[src/rtl/cv32e40p_pkg.sv]
// Shared definitions for the instruction-bus arbiter slice.
// Provides:
//   ibus_port_e     - requester ID carried through the owner FIFO
//   ibus_phase_e    - address-phase state (open / held awaiting grant)
//   ibus_other_port - helper returning the opposite requester
package cv32e40p_pkg;

    typedef enum logic {
        IBUS_PORT_FETCH = 1'b0,
        IBUS_PORT_AUX   = 1'b1
    } ibus_port_e;

    typedef enum logic {
        IBUS_ADDR_OPEN = 1'b0,
        IBUS_ADDR_HELD = 1'b1
    } ibus_phase_e;

    function automatic ibus_port_e ibus_other_port(input ibus_port_e p);
        return (p == IBUS_PORT_FETCH) ? IBUS_PORT_AUX : IBUS_PORT_FETCH;
    endfunction

endpackage

[src/rtl/cv32e40p_fifo.sv]
// Small synchronous FIFO with optional fall-through.
// Ports:
//   clk_i, rst_ni  - clock, asynchronous active-low reset
//   flush_i        - drop all entries
//   full_o/empty_o - occupancy flags
//   cnt_o          - number of stored entries (0..DEPTH)
//   data_i, push_i - write side (ignored when full)
//   data_o, pop_i  - read side (ignored when empty)
module cv32e40p_fifo #(
    parameter bit          FALL_THROUGH = 1'b0,
    parameter int unsigned DATA_WIDTH   = 32,
    parameter int unsigned DEPTH        = 8,
    parameter int unsigned ADDR_DEPTH   = (DEPTH > 1) ? $clog2(DEPTH) : 1
) (
    input  logic                  clk_i,
    input  logic                  rst_ni,
    input  logic                  flush_i,
    output logic                  full_o,
    output logic                  empty_o,
    output logic [ADDR_DEPTH:0]   cnt_o,
    input  logic [DATA_WIDTH-1:0] data_i,
    input  logic                  push_i,
    output logic [DATA_WIDTH-1:0] data_o,
    input  logic                  pop_i
);

    logic [DATA_WIDTH-1:0] mem [DEPTH];
    logic [ADDR_DEPTH-1:0] rd_ptr;
    logic [ADDR_DEPTH-1:0] wr_ptr;
    logic [ADDR_DEPTH:0]   status_cnt;
    logic                  do_push;
    logic                  do_pop;
    logic                  bypass;

    function automatic logic [ADDR_DEPTH-1:0] ptr_inc(input logic [ADDR_DEPTH-1:0] p);
        if (p == ADDR_DEPTH'(DEPTH - 1)) begin
            return '0;
        end
        return p + ADDR_DEPTH'(1);
    endfunction

    assign full_o  = (status_cnt == (ADDR_DEPTH + 1)'(DEPTH));
    assign empty_o = (status_cnt == '0);
    assign cnt_o   = status_cnt;

    // In fall-through mode an empty FIFO passes a same-cycle push straight
    // to a same-cycle pop without storing it.
    assign bypass  = FALL_THROUGH && empty_o && push_i && pop_i;
    assign do_push = push_i && !full_o && !bypass;
    assign do_pop  = pop_i && !empty_o;
    assign data_o  = (FALL_THROUGH && empty_o) ? data_i : mem[rd_ptr];

    always_ff @(posedge clk_i or negedge rst_ni) begin
        if (!rst_ni) begin
            rd_ptr     <= '0;
            wr_ptr     <= '0;
            status_cnt <= '0;
            for (int unsigned i = 0; i < DEPTH; i++) begin
                mem[i] <= '0;
            end
        end else if (flush_i) begin
            rd_ptr     <= '0;
            wr_ptr     <= '0;
            status_cnt <= '0;
        end else begin
            if (do_push) begin
                mem[wr_ptr] <= data_i;
                wr_ptr      <= ptr_inc(wr_ptr);
            end
            if (do_pop) begin
                rd_ptr <= ptr_inc(rd_ptr);
            end
            case ({do_push, do_pop})
                2'b10:   status_cnt <= status_cnt + (ADDR_DEPTH + 1)'(1);
                2'b01:   status_cnt <= status_cnt - (ADDR_DEPTH + 1)'(1);
                default: status_cnt <= status_cnt;
            endcase
        end
    end

endmodule

[src/rtl/cv32e40p_instr_bus_arbiter.sv]
// Two-to-one OBI instruction-bus arbiter.
// Port 0 is the prefetch buffer, port 1 an auxiliary fetch unit. Requests are
// arbitrated round-robin; an ungranted address phase locks the owner until
// the grant arrives. Up to DEPTH granted transactions may be outstanding;
// their owner IDs are queued so in-order responses return to the issuer.
// Ports:
//   clk, rst_n                      - clock, asynchronous active-low reset
//   pX_req_i/pX_addr_i/pX_gnt_o     - per-port address phase
//   pX_rvalid_o/pX_rdata_o/pX_err_o - per-port response phase
//   instr_*                         - shared bus
//   busy_o                          - transactions outstanding or request up
module cv32e40p_instr_bus_arbiter
    import cv32e40p_pkg::*;
#(
    parameter int unsigned DEPTH = 2
) (
    input  logic        clk,
    input  logic        rst_n,

    input  logic        p0_req_i,
    input  logic [31:0] p0_addr_i,
    output logic        p0_gnt_o,
    output logic        p0_rvalid_o,
    output logic [31:0] p0_rdata_o,
    output logic        p0_err_o,

    input  logic        p1_req_i,
    input  logic [31:0] p1_addr_i,
    output logic        p1_gnt_o,
    output logic        p1_rvalid_o,
    output logic [31:0] p1_rdata_o,
    output logic        p1_err_o,

    output logic        instr_req_o,
    output logic [31:0] instr_addr_o,
    input  logic        instr_gnt_i,
    input  logic        instr_rvalid_i,
    input  logic [31:0] instr_rdata_i,
    input  logic        instr_err_i,

    output logic        busy_o
);

    localparam int unsigned ADDR_DEPTH = (DEPTH > 1) ? $clog2(DEPTH) : 1;

    ibus_phase_e         phase_q;
    ibus_phase_e         phase_d;
    ibus_port_e          lock_owner;
    ibus_port_e          last_grant;
    ibus_port_e          owner;
    ibus_port_e          head;
    logic                lock;
    logic                req_sel;
    logic                granted;
    logic                resp_valid;
    logic                fifo_full;
    logic                fifo_empty;
    logic [0:0]          head_bit;
    logic [0:0]          owner_bit;
    logic [ADDR_DEPTH:0] cnt;

    assign lock = (phase_q == IBUS_ADDR_HELD);

    always_comb begin
        owner = IBUS_PORT_FETCH;
        if (lock) begin
            owner = lock_owner;
        end else if (p0_req_i && p1_req_i) begin
            owner = ibus_other_port(last_grant);
        end else if (p1_req_i) begin
            owner = IBUS_PORT_AUX;
        end
    end

    // Full FIFO gates the request; response in the same cycle does not
    // reopen it, keeping rvalid off the request path.
    assign req_sel      = (owner == IBUS_PORT_AUX) ? p1_req_i : p0_req_i;
    assign instr_req_o  = !fifo_full && req_sel;
    assign instr_addr_o = (owner == IBUS_PORT_AUX) ? p1_addr_i : p0_addr_i;

    assign granted  = instr_req_o && instr_gnt_i;
    assign p0_gnt_o = granted && (owner == IBUS_PORT_FETCH);
    assign p1_gnt_o = granted && (owner == IBUS_PORT_AUX);

    // A response with nothing outstanding is dropped.
    assign resp_valid  = instr_rvalid_i && !fifo_empty;
    assign head        = ibus_port_e'(head_bit[0]);
    assign p0_rvalid_o = resp_valid && (head == IBUS_PORT_FETCH);
    assign p1_rvalid_o = resp_valid && (head == IBUS_PORT_AUX);

    assign p0_rdata_o = instr_rdata_i;
    assign p1_rdata_o = instr_rdata_i;
    assign p0_err_o   = instr_err_i;
    assign p1_err_o   = instr_err_i;

    assign busy_o = (cnt != '0) || instr_req_o;

    always_comb begin
        phase_d = phase_q;
        if (granted) begin
            phase_d = IBUS_ADDR_OPEN;
        end else if (instr_req_o) begin
            phase_d = IBUS_ADDR_HELD;
        end
    end

    always_ff @(posedge clk or negedge rst_n) begin
        if (!rst_n) begin
            phase_q    <= IBUS_ADDR_OPEN;
            lock_owner <= IBUS_PORT_FETCH;
            last_grant <= IBUS_PORT_AUX;
        end else begin
            phase_q <= phase_d;
            if (granted) begin
                last_grant <= owner;
            end else if (instr_req_o) begin
                lock_owner <= owner;
            end
        end
    end

    assign owner_bit = owner;

    cv32e40p_fifo #(
        .FALL_THROUGH (1'b0),
        .DATA_WIDTH   (1),
        .DEPTH        (DEPTH)
    ) owner_fifo (
        .clk_i   (clk),
        .rst_ni  (rst_n),
        .flush_i (1'b0),
        .full_o  (fifo_full),
        .empty_o (fifo_empty),
        .cnt_o   (cnt),
        .data_i  (owner_bit),
        .push_i  (granted),
        .data_o  (head_bit),
        .pop_i   (resp_valid)
    );

`ifdef CV32E40P_ASSERT_ON
    a_no_rvalid_when_idle : assert property (@(posedge clk) disable iff (!rst_n)
        instr_rvalid_i |-> (cnt != '0));
    a_cnt_bounded : assert property (@(posedge clk) disable iff (!rst_n)
        cnt <= (ADDR_DEPTH + 1)'(DEPTH));
    a_owner_stable_locked : assert property (@(posedge clk) disable iff (!rst_n)
        lock |-> (owner == $past(owner)));
    a_single_grant : assert property (@(posedge clk) disable iff (!rst_n)
        !(p0_gnt_o && p1_gnt_o));
`endif

endmodule

[config.mk]
export PLATFORM = sky130hd
export DESIGN_NAME = cv32e40p_instr_bus_arbiter
export DESIGN_NICKNAME = d
export VERILOG_FILES = /design/src/rtl/cv32e40p_pkg.sv /design/src/rtl/cv32e40p_fifo.sv /design/src/rtl/cv32e40p_instr_bus_arbiter.sv
export SDC_FILE = /design/constraint.sdc
export NUM_CORES = 1
export LEC_CHECK = 0
export CAP_MARGIN = 10
export CORE_MARGIN = 3
export CORE_UTILIZATION = 26
export CTS_CLUSTER_DIAMETER = 60
export DETAILED_ROUTE_END_ITERATION = 7
export PLACE_DENSITY_LB_ADDON = 0.2
export SLEW_MARGIN = 20
export SYNTH_ARGS = -nofsm -noshare
export SYNTH_HDL_FRONTEND = slang
export SYNTH_HIERARCHICAL = 1
export SYNTH_SLANG_ARGS = --single-unit
[constraint.sdc]
create_clock -name clk -period 3.1 [get_ports clk]
set_input_delay 0.465 -clock clk [delete_from_list [all_inputs] [get_ports clk]]
set_output_delay 0.465 -clock clk [all_outputs]
set_load 0.03 [all_outputs]
==> results.yml <==
route:
  num_vias: 1186
  avgRoutedWirePerCell_microns: 17.2
  dr.pass1.iters: 4
  drtAntennaViolNets: 0
  first_iter_violations: 8
  viasPerCell: 4.31
  drt_drc_violations_left: 0
  routed_wl_mm: 4.73
synthesis:
  synth_area_leaders: "buf_4 (37%), mux2_2 (29%), dfrtp_1 (14%)"
  ys_seq_area_frac: 0.160
  synth_common_cells: "buf_4 (69), mux2_2 (37), dfrtp_1 (8), nor2_1 (6)"
  synthFlopType: "dfrtp_1"
  avgSynthCellArea_sq_um: 9.12
  synth-edff-count: 0
  yosysMostFrequentCell: "buf_4"
  syn_inst: 155
  synth.largest_area_cell: "buf_4"
  synth_xor_area_frac: 0.00619
  ys_ff_latch: 9
  netlist_area_sq_um: 1410
  synth_top_family_by_area: "buffers and inverters"
  synth_cell_types: 31
  yosys_warnings: 6
  synth_compound_gate_area_share: 0.0699
  synthArstFlopShare: 1.00
  synthMuxAreaShare: 0.295
  synth_top_cell_area_share: 0.366
  synth_fa_ha_area_frac: 0
  synth-simple-area-share: 0.0894
clock_network:
  cts_sinks: 9
  cts_resized: 0
  h-tree-depth: 1
  cts-buffers-inserted: 3
  cts_hold_buf: 0
  cts_tree: "done"
  ctsRootBufferMaster: "clkbuf_8"
  clk_path_buf_depth: 2
  post_cts_buffers: 0
  insertion_delay_ns: 0.22
  clk_pin_slew_worst_paths_ns: 0.04
setup_path:
  path_delay_family: "buffers and inverters"
  path_max_fanout: 34
  critPathMaxStageDelay_ns: 0.60
  critical-path-slowest-cell: "clkdlybuf4s50_1"
  crit_type: "in2out"
  setup.worst_path.start_class: "input port"
  worstPathArrival_ns: 2.44
  cp_cell_sequence: "clkdlybuf4s50_1 -> nand2_1 -> a22oi_2 -> buf_12 -> mux2_2 -> clkdlybuf4s50_1"
  endpoint_kind: "output pin"
  path_common_cell: "clkdlybuf4s50_1"
  critPathBufInv: 3
  crit_required_ns: 2.63
sta:
  clock-skew-final_ns: 0.000341
  setup_viol: 0
  fin_setup_tns_ns: 0
  hold_viol: 0
  rsz0062_at_grt: "no"
  fin_crit_sh: 0.936
  period_needed_ns: 2.90
  slew_violations: 0
  max_freq_mhz: 344
floorplan:
  std_cell_rows: 26
  die_h_microns: 79.7
  start_util: 0.273
  io-pin-count: 207
  core_sq_um: 5170
  die_w_microns: 79.7
  dieArea_sq_um: 6360
layout:
  area_delta_synth_final_pct: 52.1
  post-route-util: 0.416
  finalNetCount: 309
  final_area_sq_um: 2150
  drive_above_1_share: 0.249
  n_antenna_cell: 0
  seq_area_sq_um: 226
  multiInputGateArea_sq_um: 673
  fillers: 512
placed_design:
  routabilityCongestion: 0.756
  dpl-instance-area_sq_um: 2110
  portBuffers: 107
  dp_hpwl_mm: 4.10
flow_run:
  cap_violations: 0
power:
  ir_drop_v: 0.000483
  power.density_nw_per_um2: 689
  leakage_nw: 0.831
grt:
  grt_start_max_net_pins: 35
  grt_pass1_wl_mm: 6.63
  first_global_vias: 1203
  grt_overflow_total: 0
  antenna_found_initial: 0
  grt_use_total: 0.134
min_path:
  hold_path_class: "reg2reg"
run_status:
  status: "completed"
## state kept, by name, summed over array words and instances (netlist names)
name	count
lock	1
owner_fifo/wr_ptr	1
owner_fifo/rd_ptr	1
last_grant	1
lock_owner	1
owner_fifo/mem	2
owner_fifo/cnt_o	2
## worst paths after layout
kind / from / to / slack, ns / cells after the start
setup / recovery: p0_req_i / instr_addr_o[26] / 0.20 / 6
hold / removal: owner_fifo/mem[1] / owner_fifo/mem[1] / 0.50 / 1
setup reg to reg: lock / owner_fifo/mem[0] / 0.94 / 7
hold reg to reg: owner_fifo/mem[1] / owner_fifo/mem[1] / 0.50 / 1
max in group asynchronous: rst_n / last_grant / 2.23 / 1
min in group asynchronous: rst_n / lock / 0.55 / 1
## cells in the final DEF, fill, tap and decap left out, types with 2 or more instances in the layout
cell	netlist	routed
conb_1	1	6
dfrtp_1	8	8
inv_1	3	3
nand2_1	2	2
o21ai_0	3	3
clkbuf_8	0	3
a21oi_1	2	2
mux2_2	37	37
buf_4	69	3
clkdlybuf4s50_1	0	106
nor2b_1	3	3
nor2_1	6	6
## through the flow
| step | hold WS [ns] | setup slack (ns) | total power [W] | instances |
|---|---|---|---|---|
| after floorplan | 0.169 | 1.05 | 0.00107 | 160 |
| after global placement | 0.487 | 0.186 | 0.00137 | 271 |
| after detailed placement | 0.496 | 0.188 | 0.00136 | 271 |
| after CTS | 0.506 | 0.182 | 0.00150 | 275 |
| after global routing | 0.529 | 0.119 | 0.00157 | 275 |
| final | 0.501 | 0.197 | 0.00148 | 275 |
## cell type report
type / instances / share of cell area
sequential: 9 / 0.105
multi-input combinational: 78 / 0.313
timing repair buffer: 110 / 0.513
clock buffer: 4 / 0.0209
inverter: 4 / 0.00698
tap: 70 / 0.0407
## metal layers
layer	wire, microns	share of wire	up-vias	GRT usage
met4	10	0.0021	0	0.0152
met2	2320	0.49	101	0.232
met1	1680	0.35	528	0.146
li1	-	-	555	-
met5	0	0	-	0
met3	723	0.15	2	0.0790
## worst register-to-register path: stages (launching register included)
cell	delay (ns)
dfrtp_1	0.41
a21boi_0	0.36
o2111ai_2	0.19
buf_4	0.19
inv_1	0.13
inv_2	0.07
nor4b_1	0.32
mux2_2	0.37
## cell families (layout without fill, tap and decap cells)
family	after synthesis	after routing
other	1	6
muxes	37	37
DFF	9	9
and+or+nand+nor	21	21
xor gates and xnor gates	1	1
buffers and inverters	73	118
AOI/OAI and AO/OA	13	13
## report_power, final
group / switching, W / leakage [nW] / internal (W)
clock network: 0.0000429 / 0.0228 / 0.0000893
logic: 0.000576 / 0.695 / 0.000582
registers: 0.0000320 / 0.114 / 0.000159
total: 0.000651 / 0.831 / 0.000830
Note: power is estimated with default switching activity, not from simulation.
